==> src/rtl/downstream_req_arbiter_if.sv <==
// Request/RAM/response bundle for downstream_req_arbiter.
// The arbiter uses the slave view; the requesters, RAM and response consumer use the master view.
interface downstream_req_arbiter_if #(parameter int N_REQ = 4);
  logic [N_REQ-1:0]    req_valid;
  logic [N_REQ-1:0]    req_ready;
  logic [N_REQ-1:0]    req_wr;
  logic [N_REQ*5-1:0]  req_client;
  logic [N_REQ*16-1:0] req_amount;
  logic [4:0]          ram_index;
  logic                ram_we;
  logic [127:0]        ram_wdata;
  logic [127:0]        ram_rdata;
  logic                rsp_valid;
  logic [2:0]          rsp_id;
  logic [15:0]         rsp_data;
  logic                rsp_skip;
  logic                busy;

  modport slave (
    input  req_valid, req_wr, req_client, req_amount, ram_rdata,
    output req_ready, ram_index, ram_we, ram_wdata, rsp_valid, rsp_id, rsp_data, rsp_skip, busy
  );
  modport master (
    output req_valid, req_wr, req_client, req_amount, ram_rdata,
    input  req_ready, ram_index, ram_we, ram_wdata, rsp_valid, rsp_id, rsp_data, rsp_skip, busy
  );
endinterface

==> src/rtl/downstream_req_arbiter.sv <==
// Round-robin arbiter sharing the single port of the downstream cancelled-orders RAM; one op in flight.
// Optional: define DS_DEDUP_EN to suppress writes that repeat the last amount written to an index.
module downstream_req_arbiter #(
  parameter int N_REQ  = 4,
  parameter int RD_LAT = 1
) (
  input logic clk,
  input logic rst,
  downstream_req_arbiter_if.slave bus
);
  typedef enum logic [1:0] {IDLE, ISSUE, WAIT, RESP} state_t;

  state_t      state_q, state_d;
  logic [2:0]  rr_ptr_q, rr_ptr_d;
  logic [2:0]  id_q, id_d;
  logic [2:0]  cnt_q, cnt_d;
  logic [4:0]  client_q, client_d;
  logic [15:0] amt_q, amt_d;
  logic [15:0] rsp_data_q, rsp_data_d;
  logic        wr_q, wr_d;
  logic        skip_q, skip_d;
  logic        found;
  logic [2:0]  gnt;
  logic        dup;
  logic [N_REQ-1:0] ready;
  logic        we;

  // Search from rr_ptr upward with wrap; first valid requester wins.
  always_comb begin
    int idx;
    found = 1'b0;
    gnt   = rr_ptr_q;
    idx   = 0;
    for (int k = 0; k < N_REQ; k++) begin
      idx = int'(rr_ptr_q) + k;
      if (idx >= N_REQ) idx = idx - N_REQ;
      if (!found && bus.req_valid[idx]) begin
        found = 1'b1;
        gnt   = 3'(idx);
      end
    end
  end

`ifdef DS_DEDUP_EN
  logic [15:0] shadow_q [32];
  logic [31:0] shadow_vld_q, shadow_vld_d;
  logic        shadow_we;

  assign dup       = wr_q && shadow_vld_q[client_q] && (shadow_q[client_q] == amt_q);
  assign shadow_we = (state_q == ISSUE) && wr_q && !dup;

  always_comb begin
    shadow_vld_d = shadow_vld_q;
    if (shadow_we) shadow_vld_d[client_q] = 1'b1;
  end

  always_ff @(posedge clk or posedge rst)
    if (rst) shadow_vld_q <= '0;
    else     shadow_vld_q <= shadow_vld_d;

  // Data array needs no reset: entries are only trusted once their valid bit is set.
  always_ff @(posedge clk)
    if (shadow_we) shadow_q[client_q] <= amt_q;
`else
  assign dup = 1'b0;
`endif

  always_comb begin
    state_d    = state_q;
    rr_ptr_d   = rr_ptr_q;
    id_d       = id_q;
    cnt_d      = cnt_q;
    client_d   = client_q;
    amt_d      = amt_q;
    wr_d       = wr_q;
    skip_d     = skip_q;
    rsp_data_d = rsp_data_q;
    ready      = '0;
    we         = 1'b0;
    case (state_q)
      IDLE: if (found) begin
        ready[gnt] = 1'b1;
        client_d   = bus.req_client[5*gnt +: 5];
        amt_d      = bus.req_amount[16*gnt +: 16];
        wr_d       = bus.req_wr[gnt];
        id_d       = gnt;
        rr_ptr_d   = (int'(gnt) == N_REQ-1) ? 3'd0 : gnt + 3'd1;
        state_d    = ISSUE;
      end
      ISSUE: begin
        we      = wr_q && !dup;
        skip_d  = wr_q && dup;
        cnt_d   = 3'(RD_LAT-1);
        state_d = WAIT;
      end
      WAIT: begin
        // Last wait cycle is the first one with ram_rdata valid; latch the response here.
        if (cnt_q == 3'd0) begin
          rsp_data_d = wr_q ? amt_q : bus.ram_rdata[15:0];
          state_d    = RESP;
        end else begin
          cnt_d = cnt_q - 3'd1;
        end
      end
      RESP:    state_d = IDLE;
      default: state_d = IDLE;
    endcase
  end

  always_ff @(posedge clk or posedge rst) begin
    if (rst) begin
      state_q    <= IDLE;
      rr_ptr_q   <= '0;
      id_q       <= '0;
      cnt_q      <= '0;
      client_q   <= '0;
      amt_q      <= '0;
      wr_q       <= 1'b0;
      skip_q     <= 1'b0;
      rsp_data_q <= '0;
    end else begin
      state_q    <= state_d;
      rr_ptr_q   <= rr_ptr_d;
      id_q       <= id_d;
      cnt_q      <= cnt_d;
      client_q   <= client_d;
      amt_q      <= amt_d;
      wr_q       <= wr_d;
      skip_q     <= skip_d;
      rsp_data_q <= rsp_data_d;
    end
  end

  assign bus.req_ready = ready;
  assign bus.ram_we    = we;
  assign bus.ram_index = client_q;
  assign bus.ram_wdata = {112'b0, amt_q};
  assign bus.rsp_valid = (state_q == RESP);
  assign bus.rsp_id    = id_q;
  assign bus.rsp_data  = rsp_data_q;
  assign bus.rsp_skip  = skip_q;
  assign bus.busy      = (state_q != IDLE);
endmodule

==> src/flat_wrapper.sv <==
// flat-port wrapper written by rule: the top's interface ports become plain ports
module downstream_req_arbiter_flat 
#(
  parameter int N_REQ  = 4,
  parameter int RD_LAT = 1
)
  (clk, rst, bus_req_valid, bus_req_wr, bus_req_client, bus_req_amount, bus_ram_rdata, bus_req_ready, bus_ram_index, bus_ram_we, bus_ram_wdata, bus_rsp_valid, bus_rsp_id, bus_rsp_data, bus_rsp_skip, bus_busy);
  downstream_req_arbiter_if #(.N_REQ(N_REQ)) bus_i ();
  input logic clk;
  input logic rst;
  input wire logic [$bits(bus_i.req_valid)-1:0] bus_req_valid;
  input wire logic [$bits(bus_i.req_wr)-1:0] bus_req_wr;
  input wire logic [$bits(bus_i.req_client)-1:0] bus_req_client;
  input wire logic [$bits(bus_i.req_amount)-1:0] bus_req_amount;
  input wire logic [$bits(bus_i.ram_rdata)-1:0] bus_ram_rdata;
  output wire logic [$bits(bus_i.req_ready)-1:0] bus_req_ready;
  output wire logic [$bits(bus_i.ram_index)-1:0] bus_ram_index;
  output wire logic [$bits(bus_i.ram_we)-1:0] bus_ram_we;
  output wire logic [$bits(bus_i.ram_wdata)-1:0] bus_ram_wdata;
  output wire logic [$bits(bus_i.rsp_valid)-1:0] bus_rsp_valid;
  output wire logic [$bits(bus_i.rsp_id)-1:0] bus_rsp_id;
  output wire logic [$bits(bus_i.rsp_data)-1:0] bus_rsp_data;
  output wire logic [$bits(bus_i.rsp_skip)-1:0] bus_rsp_skip;
  output wire logic [$bits(bus_i.busy)-1:0] bus_busy;
  assign bus_i.req_valid = bus_req_valid;
  assign bus_i.req_wr = bus_req_wr;
  assign bus_i.req_client = bus_req_client;
  assign bus_i.req_amount = bus_req_amount;
  assign bus_i.ram_rdata = bus_ram_rdata;
  assign bus_req_ready = bus_i.req_ready;
  assign bus_ram_index = bus_i.ram_index;
  assign bus_ram_we = bus_i.ram_we;
  assign bus_ram_wdata = bus_i.ram_wdata;
  assign bus_rsp_valid = bus_i.rsp_valid;
  assign bus_rsp_id = bus_i.rsp_id;
  assign bus_rsp_data = bus_i.rsp_data;
  assign bus_rsp_skip = bus_i.rsp_skip;
  assign bus_busy = bus_i.busy;
  downstream_req_arbiter #(.N_REQ(N_REQ), .RD_LAT(RD_LAT)) u_core (.clk(clk), .rst(rst), .bus(bus_i));
endmodule
==> config.mk <==
export PLATFORM = sky130hd
export DESIGN_NAME = downstream_req_arbiter_flat
export DESIGN_NICKNAME = d
export VERILOG_FILES = /design/src/rtl/downstream_req_arbiter_if.sv /design/src/rtl/downstream_req_arbiter.sv /design/src/flat_wrapper.sv
export SDC_FILE = /design/constraint.sdc
export NUM_CORES = 1
export LEC_CHECK = 0
export BUFFER_PORTS_ARGS = -buffer_cell sky130_fd_sc_hd__buf_2
export CORE_AREA = 2 2 149 151
export CTS_CLUSTER_SIZE = 40
export DETAILED_ROUTE_END_ITERATION = 8
export DIE_AREA = 0 0 151 153
export SLEW_MARGIN = 20
export SYNTH_ARGS = -nofsm -noshare
export SYNTH_HDL_FRONTEND = slang
export SYNTH_SLANG_ARGS = --single-unit
==> constraint.sdc <==
create_clock -name clk -period 9.7 [get_ports clk]
set_input_delay 0.485 -clock clk [delete_from_list [all_inputs] [get_ports clk]]
set_output_delay 0.485 -clock clk [all_outputs]
set_load 0.02 [all_outputs]
==> out/qor.csv <==
stage,metric,value,unit
status,status,completed,
run,max cap viols,0,
setup_path,Crit. End Element,output pin,
cells_and_area,final-layout fill cell count,2443,
synthesis,top-area cell type share of the netlist area,0.206,
grt,initial antenna violation count,0,
setup_path,crit path max fanout,50,
sta,relative slew slack,0.380,
routing,Starting DRT DRC Count,306,
die,initial core utilization,0.278,
synthesis,Area contributors post-synth,"dfrtp_1 (21%), buf_4 (15%), nand2_1 (13%)",
die,Die X,151,um
cells_and_area,share of layout cells above drive strength 1,0.195,
cells_and_area,"Cell Count, Final, Fillers Out",1274,
routing,routed length per placed instance,15.6,um
sta,Setup TNS,0,ns
grt,largest net degree at the start of global routing,91,
clock_tree,Resized Gates After CTS,0,
routing,Routed WL,19.9,mm
die,area of the die,23100,um2
synthesis,Mean Syn Cell Area,6.75,um2
hold_path,HP Class,in -> async,
clock_tree,worst skew pair latency,0.30,ns
sta,Peak Freq,0.205,GHz
sta,"Hold Vio Cnt, Final",0,
die,Die H,153,um
clock_tree,Clock Pin Slew Worst Setup and Hold Paths,0.07,ns
clock_tree,Post-CTS Repair Setup Buffers,0,
synthesis,Post-synth top flop,dfrtp_1,
sta,RSZ-0062 raised after global routing,false,
synthesis,post-synth top area cell,dfrtp_1,
clock_tree,CTS Buf Count,5,
sta,Worst Skew,0.00599,ns
cells_and_area,ant diodes,0,
setup_path,Critical Path Start Type,register,
cells_and_area,# nets final,1228,
power_and_ir_drop,static leakage,3.06,nW
die,core area,21500,um2
die,IO Pins,382,
place,pre-CTS setup slack,5.04,ns
power_and_ir_drop,maximum vdd drop,0.187,mV
sta,final worst setup slack,4.82,ns
clock_tree,clk sinks,49,
power_and_ir_drop,PwrDens,364,nW/um2
clock_tree,TritonCTS clock tree,done,
setup_path,WP data arrival,4.40,ns
cells_and_area,register area,1230,um2
synthesis,mapped cell area,5960,um2
place,placed cells,1265,
place,gpl congestion,0.748,
sta,Finish-stage setup viols,0,
clock_tree,H-tree levels,2,
synthesis,Post-synth ARST share,1.00,
sta,min cycle time layout,4.88,ns
sta,Slew Limit Fails,0,
routing,vias per cell,4.86,
setup_path,Required @ worst endpoint,9.22,ns
synthesis,Unique masters post-synth,40,
synthesis,Syn. warnings,0,
routing,vias after detailed routing,6192,
synthesis,register area share after synthesis,0.206,
clock_tree,Longest Clk Path Bufs,2,
grt,gr usage total,0.165,
grt,"Remaining Overflow, GRT",0,
synthesis,Mapped Cells,884,
routing,DRC,0,
synthesis,"FF+latch count, synth",49,
grt,first-pass GRT wire length,30.0,mm
clock_tree,cts hold-fix bufs,0,
cells_and_area,Synth-to-Final Area Change,11.0,%
cells_and_area,Multi-input gate area,3960,um2
synthesis,Post-synth EDFFs,0,
setup_path,crit path kind,reg -> out,
sta,final period utilization,0.504,
place,hpwl dp,13.7,mm
sta,Worst-Margin Slew,0.930,ns
die,Rows,54,
grt,via count of the first global-routing pass,5547,
place,IO buf count,156,
routing,Antenna Nets Post-Route,0,
routing,Initial DRT Pass Iterations,4,
clock_tree,clk root buf,clkbuf_16,
## synth_stat cells, types with 2 or more instances
cell type	number
buf_6	5
nor2_1	96
and2_1	2
ha_1	13
nand2_1	202
mux4_2	4
nand3_1	45
nor3_1	4
mux2i_1	19
clkbuf_1	50
dfrtp_1	49
a211oi_1	88
buf_2	6
xnor2_1	2
a21oi_1	93
o21ai_0	28
inv_1	11
a32o_1	21
nand2b_1	6
buf_4	116
mux2_2	3
o31ai_1	3
## worst max-delay path, cell delays in order (launching register included)
cell	delay (ns)
dfrtp_4	0.78
inv_2	0.07
ha_1	0.38
mux4_2	0.31
buf_4	0.34
nor3_1	0.40
a32o_2	0.71
clkinv_4	0.41
ha_1	0.36
and3_1	0.15
buf_2	0.15
## per-layer routing
layer  wire length, um  track usage  vias to the layer above
li1                  -            -                     3071
met1              9340        0.230                     2860
met2              8830        0.266                      242
met3              1410       0.0248                       19
met4               282       0.0387                        0
met5                 0            0                        -
## state kept, by name, summed over array words and instances, names as in the netlist
signal,flops
u_core.rr_ptr_q,3
u_core.bus.rsp_data,16
u_core.bus.ram_index,5
u_core.state_q,2
u_core.wr_q,1
u_core.amt_q,16
u_core.bus.rsp_id,3
u_core.cnt_q,3
## kinds of logic after synthesis
logic type / Yosys count / synth area share
buf+inv: 191 / 0.202
simple gates: 362 / 0.247
flops: 49 / 0.206
other cells: 1 / 0.000629
mux: 26 / 0.0527
xor+xnor: 2 / 0.00294
fa+ha+maj: 13 / 0.0273
compound gates: 240 / 0.263
## worst paths after layout
path                                                         start                                  to  slack (ns)  depth (start not counted)
worst max-delay path                u_core.rr_ptr_q[0]$_DFFE_PP0P_                    bus_req_ready[3]        4.82                         10
worst min-delay path                                           rst  u_core.bus.rsp_data[8]$_DFFE_PP0P_        0.36                          3
worst max register to register      u_core.rr_ptr_q[0]$_DFFE_PP0P_      u_core.rr_ptr_q[0]$_DFFE_PP0P_        5.50                         10
worst min register to register  u_core.bus.rsp_data[9]$_DFFE_PP0P_  u_core.bus.rsp_data[9]$_DFFE_PP0P_        0.48                          2
max in group asynchronous                                      rst      u_core.rr_ptr_q[0]$_DFFE_PP0P_        8.79                          3
min in group clk                                  bus_ram_rdata[2]  u_core.bus.rsp_data[2]$_DFFE_PP0P_        0.47                          3
## final cells by class
cell class                      instances  area share
Tap cell                              280      0.0529
Clock inverter                          3     0.00321
Clock buffer                            5      0.0189
Multi-Input combinational cell        756       0.598
Sequential cell                        49       0.186
Timing Repair Buffer                  168       0.133
Inverter                               13     0.00813
## metrics by stage
step                instance area [um2]  hold slack [ns]  utilization  power [mW]
floorplan                          6380            0.450            -        1.76
global placement                   6460            0.459        0.301        2.21
detailed placement                 6460            0.467        0.301        2.24
CTS                                6610            0.391        0.307        2.43
global route                       6620            0.441        0.308        2.65
finish                             6620            0.360        0.308        2.41
## cell usage in the layout (no fill, tap or decap), types with 3 or more instances in the layout
cell type and count:
a211oi_1 88, a21oi_1 93, a32o_1 21, buf_2 156
buf_4 11, clkbuf_16 5, conb_1 113, dfrtp_1 48
ha_1 13, inv_1 10, mux2_2 3, mux2i_1 19
mux4_2 4, nand2_1 202, nand2b_1 4, nand3_1 45
nor2_1 96, nor3_1 4, o21ai_0 28, o31ai_1 3
## report_power, final
part	switching, mW	internal (mW)
Sequential	0.107	0.303
Clock	0.0906	0.0965
Combinational	1.24	0.573
Total	1.44	0.972
No activity file was read; power rests on OpenSTA's default activity.
